[src/rtl/ps2_pkg.sv]
// Shared definitions for the PS/2 keyboard receiver: frame FSM encoding,
// prefix byte constants and the FIFO entry width.
package ps2_pkg;

  typedef enum logic [1:0] {
    ST_IDLE   = 2'd0,
    ST_DATA   = 2'd1,
    ST_PARITY = 2'd2,
    ST_STOP   = 2'd3
  } ps2_state_e;

  localparam logic [7:0]  PS2_EXT = 8'hE0;
  localparam logic [7:0]  PS2_BRK = 8'hF0;
  localparam int unsigned KEY_W   = 10;

  // Odd parity: data bits and parity bit together hold an odd number of ones.
  function automatic logic odd_parity_ok(input logic [7:0] data, input logic par);
    return ^{data, par};
  endfunction

endpackage

[src/rtl/ps2_key_fifo.sv]
// Show-ahead FIFO for decoded keys; pointers carry an extra MSB so that
// full and empty can be told apart.
module ps2_key_fifo #(
  parameter int unsigned WIDTH = 10,
  parameter int unsigned DEPTH = 8
) (
  input  logic             clk,
  input  logic             rstn,
  input  logic             push,
  input  logic [WIDTH-1:0] wdata,
  input  logic             pop,
  output logic [WIDTH-1:0] rdata,
  output logic             empty,
  output logic             full,
  output logic             drop
);

  localparam int unsigned AW = $clog2(DEPTH);

  logic [AW:0]      wptr_q, wptr_d;
  logic [AW:0]      rptr_q, rptr_d;
  logic [WIDTH-1:0] mem_q [DEPTH];
  logic             do_push;
  logic             do_pop;

  always_comb begin
    empty   = (wptr_q == rptr_q);
    full    = (wptr_q[AW] != rptr_q[AW]) && (wptr_q[AW-1:0] == rptr_q[AW-1:0]);
    do_pop  = pop & ~empty;
    // A pop in the same cycle frees the slot, so a push while full still lands.
    do_push = push & (~full | do_pop);
    drop    = push & full & ~do_pop;
    wptr_d  = do_push ? wptr_q + 1'b1 : wptr_q;
    rptr_d  = do_pop  ? rptr_q + 1'b1 : rptr_q;
    rdata   = empty ? '0 : mem_q[rptr_q[AW-1:0]];
  end

  always_ff @(posedge clk or negedge rstn) begin
    if (!rstn) begin
      wptr_q <= '0;
      rptr_q <= '0;
    end else begin
      wptr_q <= wptr_d;
      rptr_q <= rptr_d;
    end
  end

  always_ff @(posedge clk) begin
    if (do_push) mem_q[wptr_q[AW-1:0]] <= wdata;
  end

endmodule

[src/rtl/ps2_keyboard_rx.sv]
// PS/2 keyboard receiver: synchronise and de-glitch the PS/2 lines, frame
// 11-bit packets, decode E0/F0 prefixes and queue keys in a FIFO.
module ps2_keyboard_rx
  import ps2_pkg::*;
#(
  parameter int unsigned FIFO_DEPTH     = 8,
  parameter int unsigned SYNC_STAGES    = 2,
  parameter int unsigned FILTER_LEN     = 8,
  parameter int unsigned TIMEOUT_CYCLES = 100000
) (
  input  logic       clk,
  input  logic       rstn,
  input  logic       PS2_CLK,
  input  logic       PS2_DATA,
  input  logic       rd_en,
  input  logic       ovf_clr,
  output logic       key_valid,
  output logic [7:0] key_code,
  output logic       key_break,
  output logic       key_ext,
  output logic       fifo_full,
  output logic       parity_err,
  output logic       frame_err,
  output logic       overflow
);

  localparam int unsigned FCW = $clog2(FILTER_LEN + 1);
  localparam int unsigned TCW = $clog2(TIMEOUT_CYCLES + 1);

  logic [SYNC_STAGES-1:0] clk_sync_q, data_sync_q;
  logic                   clk_s, data_s;
  logic                   filt_q, filt_d, filt_prev_q;
  logic [FCW-1:0]         fcnt_q, fcnt_d;
  logic                   fall;

  ps2_state_e             state_q, state_d;
  logic [2:0]             bitcnt_q, bitcnt_d;
  logic [7:0]             shift_q, shift_d;
  logic                   par_q, par_d;
  logic [TCW-1:0]         tocnt_q, tocnt_d;
  logic                   byte_vld_q, byte_vld_d;
  logic                   perr_q, perr_d;
  logic                   ferr_q, ferr_d;

  logic                   ext_q, ext_d;
  logic                   brk_q, brk_d;
  logic                   ovf_q, ovf_d;
  logic                   push;
  logic [KEY_W-1:0]       push_data;
  logic [KEY_W-1:0]       head;
  logic                   fifo_empty;
  logic                   fifo_drop;

  assign clk_s  = clk_sync_q[SYNC_STAGES-1];
  assign data_s = data_sync_q[SYNC_STAGES-1];
  assign fall   = filt_prev_q & ~filt_q;

  // Filtered clock follows the synchronised line only after a run of
  // FILTER_LEN samples that all disagree with the current filtered level.
  always_comb begin
    filt_d = filt_q;
    fcnt_d = '0;
    if (clk_s != filt_q) begin
      if (fcnt_q == FCW'(FILTER_LEN - 1)) filt_d = clk_s;
      else                                fcnt_d = fcnt_q + 1'b1;
    end
  end

  always_comb begin
    state_d    = state_q;
    bitcnt_d   = bitcnt_q;
    shift_d    = shift_q;
    par_d      = par_q;
    tocnt_d    = '0;
    byte_vld_d = 1'b0;
    perr_d     = 1'b0;
    ferr_d     = 1'b0;
    if (state_q != ST_IDLE && !fall) begin
      if (tocnt_q == TCW'(TIMEOUT_CYCLES - 1)) begin
        state_d = ST_IDLE;
        ferr_d  = 1'b1;
      end else begin
        tocnt_d = tocnt_q + 1'b1;
      end
    end
    if (fall) begin
      unique case (state_q)
        ST_IDLE: begin
          if (!data_s) begin
            state_d  = ST_DATA;
            bitcnt_d = '0;
          end
        end
        ST_DATA: begin
          shift_d  = {data_s, shift_q[7:1]};
          bitcnt_d = bitcnt_q + 1'b1;
          if (bitcnt_q == 3'd7) state_d = ST_PARITY;
        end
        ST_PARITY: begin
          par_d   = data_s;
          state_d = ST_STOP;
        end
        ST_STOP: begin
          state_d = ST_IDLE;
          if (!odd_parity_ok(shift_q, par_q)) perr_d     = 1'b1;
          else if (!data_s)                   ferr_d     = 1'b1;
          else                                byte_vld_d = 1'b1;
        end
        default: state_d = ST_IDLE;
      endcase
    end
  end

  // shift_q is still stable the cycle after STOP; the next fall is many cycles away.
  always_comb begin
    ext_d     = ext_q;
    brk_d     = brk_q;
    push      = 1'b0;
    push_data = {ext_q, brk_q, shift_q};
    if (perr_q || ferr_q) begin
      ext_d = 1'b0;
      brk_d = 1'b0;
    end else if (byte_vld_q) begin
      if (shift_q == PS2_EXT)      ext_d = 1'b1;
      else if (shift_q == PS2_BRK) brk_d = 1'b1;
      else begin
        push  = 1'b1;
        ext_d = 1'b0;
        brk_d = 1'b0;
      end
    end
    if (fifo_drop)    ovf_d = 1'b1;
    else if (ovf_clr) ovf_d = 1'b0;
    else              ovf_d = ovf_q;
  end

  always_ff @(posedge clk or negedge rstn) begin
    if (!rstn) begin
      clk_sync_q  <= '1;
      data_sync_q <= '1;
      filt_q      <= 1'b1;
      filt_prev_q <= 1'b1;
      fcnt_q      <= '0;
      state_q     <= ST_IDLE;
      bitcnt_q    <= '0;
      shift_q     <= '0;
      par_q       <= 1'b0;
      tocnt_q     <= '0;
      byte_vld_q  <= 1'b0;
      perr_q      <= 1'b0;
      ferr_q      <= 1'b0;
      ext_q       <= 1'b0;
      brk_q       <= 1'b0;
      ovf_q       <= 1'b0;
    end else begin
      clk_sync_q  <= {clk_sync_q[SYNC_STAGES-2:0], PS2_CLK};
      data_sync_q <= {data_sync_q[SYNC_STAGES-2:0], PS2_DATA};
      filt_q      <= filt_d;
      filt_prev_q <= filt_q;
      fcnt_q      <= fcnt_d;
      state_q     <= state_d;
      bitcnt_q    <= bitcnt_d;
      shift_q     <= shift_d;
      par_q       <= par_d;
      tocnt_q     <= tocnt_d;
      byte_vld_q  <= byte_vld_d;
      perr_q      <= perr_d;
      ferr_q      <= ferr_d;
      ext_q       <= ext_d;
      brk_q       <= brk_d;
      ovf_q       <= ovf_d;
    end
  end

  ps2_key_fifo #(
    .WIDTH (KEY_W),
    .DEPTH (FIFO_DEPTH)
  ) u_fifo (
    .clk   (clk),
    .rstn  (rstn),
    .push  (push),
    .wdata (push_data),
    .pop   (rd_en),
    .rdata (head),
    .empty (fifo_empty),
    .full  (fifo_full),
    .drop  (fifo_drop)
  );

  assign key_valid  = ~fifo_empty;
  assign key_ext    = head[9];
  assign key_break  = head[8];
  assign key_code   = head[7:0];
  assign parity_err = perr_q;
  assign frame_err  = ferr_q;
  assign overflow   = ovf_q;

endmodule

[config.mk]
export PLATFORM = sky130hd
export DESIGN_NAME = ps2_keyboard_rx
export DESIGN_NICKNAME = d
export VERILOG_FILES = /design/src/rtl/ps2_pkg.sv /design/src/rtl/ps2_key_fifo.sv /design/src/rtl/ps2_keyboard_rx.sv
export SDC_FILE = /design/constraint.sdc
export NUM_CORES = 1
export LEC_CHECK = 0
export CORE_MARGIN = 2
export CORE_UTILIZATION = 60
export CTS_CLUSTER_DIAMETER = 150
export DETAILED_ROUTE_END_ITERATION = 10
export PLACE_DENSITY_LB_ADDON = 0.25
export SLEW_MARGIN = 20
export SYNTH_ARGS = -nofsm -noshare
export SYNTH_HDL_FRONTEND = slang
export SYNTH_SLANG_ARGS = --single-unit
[constraint.sdc]
create_clock -name clk -period 3.29 [get_ports clk]
set_input_delay 0.658 -clock clk [delete_from_list [all_inputs] [get_ports clk]]
set_output_delay 0.658 -clock clk [all_outputs]
set_load 0.02 [all_outputs]
==> flow_summary.toml, run 1 <==
[routing]
wl_mm = 10.0
avgViaCountPerCell = 5.67
first_iter_violations = 119
routedWlPerCell_microns = 18.4
vias = 3085
drtPass1Iterations = 4
detail-route-antenna-nets = 0
drc = 0

[placement]
dpl.hpwl_mm = 6.19
globalplace.congestion = 0.831
io_buffers = 20
dp_cells = 512
dpl_cell_area_sq_um = 6130

[layout]
n_antenna_cell = 0
drive_above_1_share_pct = 23.4
n_fill_cell = 586
final_nets = 414
synthToLayoutAreaGrowth_pct = 16.2
stdcell_count = 544
design_area_sq_um = 6670
utilization_pct = 72.2

[critical_path]
cp-start-kind = "register"
crit_fanout = 13
path_class = "register to primary output"
cp.arrival_ps = 2470
cp.required_ps = 2630
end_kind = "primary output"

[sta]
finalCritPeriodShare_pct = 95.0
finalClockSkew_ps = 10.6
worst_slew_pin_slew_ps = 880
rsz0062_at_grt = "false"
slew_violations = 0
clock.fmax_ghz = 0.320
finalCriticalPeriod_ps = 3120
slew_headroom_pct = 41.1
setup_viol = 0
hold_violations = 0
setup_tns_ps = 0

[logic_synthesis]
synth.largest_area_cell = "edfxtp_1"
synthTopCellsByArea = "edfxtp_1, dfrtp_1, mux4_2"
ys.warnings.count = 0
syn-num-nets = 377
netlist_instances = 365
dominantRegCellSynth = "edfxtp_1"
ys_top_cells_by_count = "edfxtp_1, dfrtp_1, nor2_1"
yosysUniqueCellTypes = 48
ys_seq_area_share_pct = 66.0
syn_avg_cell_area_sq_um = 15.7
yosysMostFrequentCell = "edfxtp_1"
synth-async-reset-ratio_pct = 40.7
synth_top_area_share_pct = 41.9
synth-edff-count = 80
ys_ff_latch = 135
synthesis.area_sq_um = 5740

[grt]
grt_max_degree = 35
grt_pass1_wl_mm = 16.5
antenna_found_initial = 0
use_met3_pct = 5.94
top_usage_layer = "met2"
grt-ovfl-total = 0
use_met2_pct = 36.0
met1_usage_pct = 29.0
track_usage_pct = 22.2
grt_pass1_vias = 3098

[power_and_ir_drop]
ir_drop_v = 0.000439
powerDensity_nw_per_um2 = 709
p_total_w = 0.00473
leakage_nw = 2.46

[floorplanning]
die_h_microns = 102
core-area_sq_um = 9240
ios = 21
die_w_microns = 102
rows = 35
dieArea_sq_um = 10400
initial_core_util_pct = 62.1

[clock_network]
cts.hold.buffers_added = 0
path_clk_slew_ps = 70
cts_sinks = 135
cts_max_level = 4
clock_latency_ps = 530
clock_path_buffers = 2
post_cts_resize_count = 0
cts_root_buf = "clkbuf_8"
cts_setup_buffers = 0
cts_tree = "yes"
numCtsBuffers = 17

[hold_path]
hold_class = "primary input to async pin"

[status]
status = "completed"

[flow_run]
maxCapViolCount = 0
final cells by class:
class	instances	area, sq um	area share, %
tap	129	161	2.42
timing repair buffer	32	298	4.46
inverter	11	41.3	0.619
sequential	135	3790	56.8
multi-input combinational	205	1840	27.6
clock inverter	15	130	1.95
clock buffer	17	414	6.21
flip-flops by register name (all words and copies together), names as in the netlist, 2 cells and up:
register / cells
u_fifo.rptr_q: 4
u_fifo.mem_q: 80
fcnt_q: 4
data_sync_q: 2
state_q: 2
bitcnt_q: 3
u_fifo.wptr_q: 4
clk_sync_q: 2
shift_q: 8
tocnt_q: 17
per-stage QoR:
stage / setup slack (ps) / hold slack (ps)
global placement: 729 / 346
global route: 43.4 / 252
CTS: 136 / 214
floorplan: 688 / 345
detailed placement: 701 / 348
finish: 166 / 197
path summary, 6_finish.rpt:
path	start	end	slack, ps	depth (start not counted)
setup / recovery	u_fifo.wptr_q[0]$_DFFE_PN0P_	key_code[0]	170	5
hold / removal	rstn	tocnt_q[2]$_DFF_PN0_	200	1
setup reg to reg	shift_q[2]$_DFFE_PN0P_	u_fifo.mem_q[3][3]$_DFFE_PP_	1170	5
hold reg to reg	data_sync_q[0]$_DFF_PN1_	data_sync_q[1]$_DFF_PN1_	360	0
max in group asynchronous	rstn	data_sync_q[1]$_DFF_PN1_	2270	2
min in group clk	data_sync_q[0]$_DFF_PN1_	data_sync_q[1]$_DFF_PN1_	360	0
cell families (layout without fill, tap and decap cells):
group | after synthesis | count (layout) | share of synthesized area (%)
flip-flops | 135 | 135 | 66.0
buffers and inverters | 25 | 75 | 2.29
XOR/XNOR | 33 | 33 | 5.80
AND/OR/NAND/NOR | 102 | 102 | 9.90
multiplexers | 42 | 42 | 12.0
adder cells (fa/ha/maj) | 6 | 6 | 1.31
AO/OA/AOI/OAI | 22 | 22 | 2.70
placed cells by master (no fill, tap or decap), types with 3 or more instances in the layout:
cell,n
edfxtp_1,80
dfrtp_1,49
nor2_1,37
mux4_2,20
xnor2_1,20
clkdlybuf4s50_1,19
clkbuf_16,16
nand2_1,13
inv_1,11
nor3_1,11
buf_4,11
mux2i_1,10
mux2_2,10
xor2_1,8
inv_6,8
nand3_1,6
o21ai_0,6
a21oi_1,6
ha_1,6
dfstp_2,6
nand4_1,5
nor2b_1,4
nor4_1,4
xor2_2,3
nor4_2,3
nand2b_1,3
or3_1,3
a22o_1,3
where the power goes:
part / switching, W / internal, W / total (W)
combinational: 0.000507 / 0.000475 / 0.000983
sequential: 0.000114 / 0.00191 / 0.00202
clock: 0.000771 / 0.000954 / 0.00172
total: 0.00139 / 0.00334 / 0.00473
routing by layer:
layer,wire [microns],share of wire (%),vias up
met2,5090,51,76
met5,0,0,-
met1,4300,43,1542
met4,180,1.8,0
met3,458,4.6,20
li1,-,-,1447
critical path, cell delays in order (launching register included):
cell	delay [ps]
dfrtp_1	520
xor2_2	250
nor4b_4	320
buf_4	240
nor2_1	80
clkdlybuf4s50_1	530
(Power assumes the default switching activity.)
==> inputs of run 2 (changes only) <==
--- a/config.mk
+++ b/config.mk
@@ -5,12 +5,12 @@
 export SDC_FILE = /design/constraint.sdc
 export NUM_CORES = 1
 export LEC_CHECK = 0
+export ABC_CLOCK_PERIOD_IN_PS = 3290
 export CORE_MARGIN = 2
 export CORE_UTILIZATION = 60
 export CTS_CLUSTER_DIAMETER = 150
 export DETAILED_ROUTE_END_ITERATION = 10
 export PLACE_DENSITY_LB_ADDON = 0.25
-export SLEW_MARGIN = 20
 export SYNTH_ARGS = -nofsm -noshare
 export SYNTH_HDL_FRONTEND = slang
 export SYNTH_SLANG_ARGS = --single-unit
==> results of run 2 <==
Final layout, timing and power as in run 1 (identical DEF).
==> inputs of run 3 (changes only) <==
--- a/config.mk
+++ b/config.mk
@@ -10,6 +10,8 @@
 export CORE_UTILIZATION = 60
 export CTS_CLUSTER_DIAMETER = 150
 export DETAILED_ROUTE_END_ITERATION = 10
+export GPL_ROUTABILITY_DRIVEN = 0
+export HOLD_SLACK_MARGIN = 0.08
 export PLACE_DENSITY_LB_ADDON = 0.25
 export SYNTH_ARGS = -nofsm -noshare
 export SYNTH_HDL_FRONTEND = slang
==> results of run 3 <==
Final layout, timing and power as in run 1 (identical DEF).
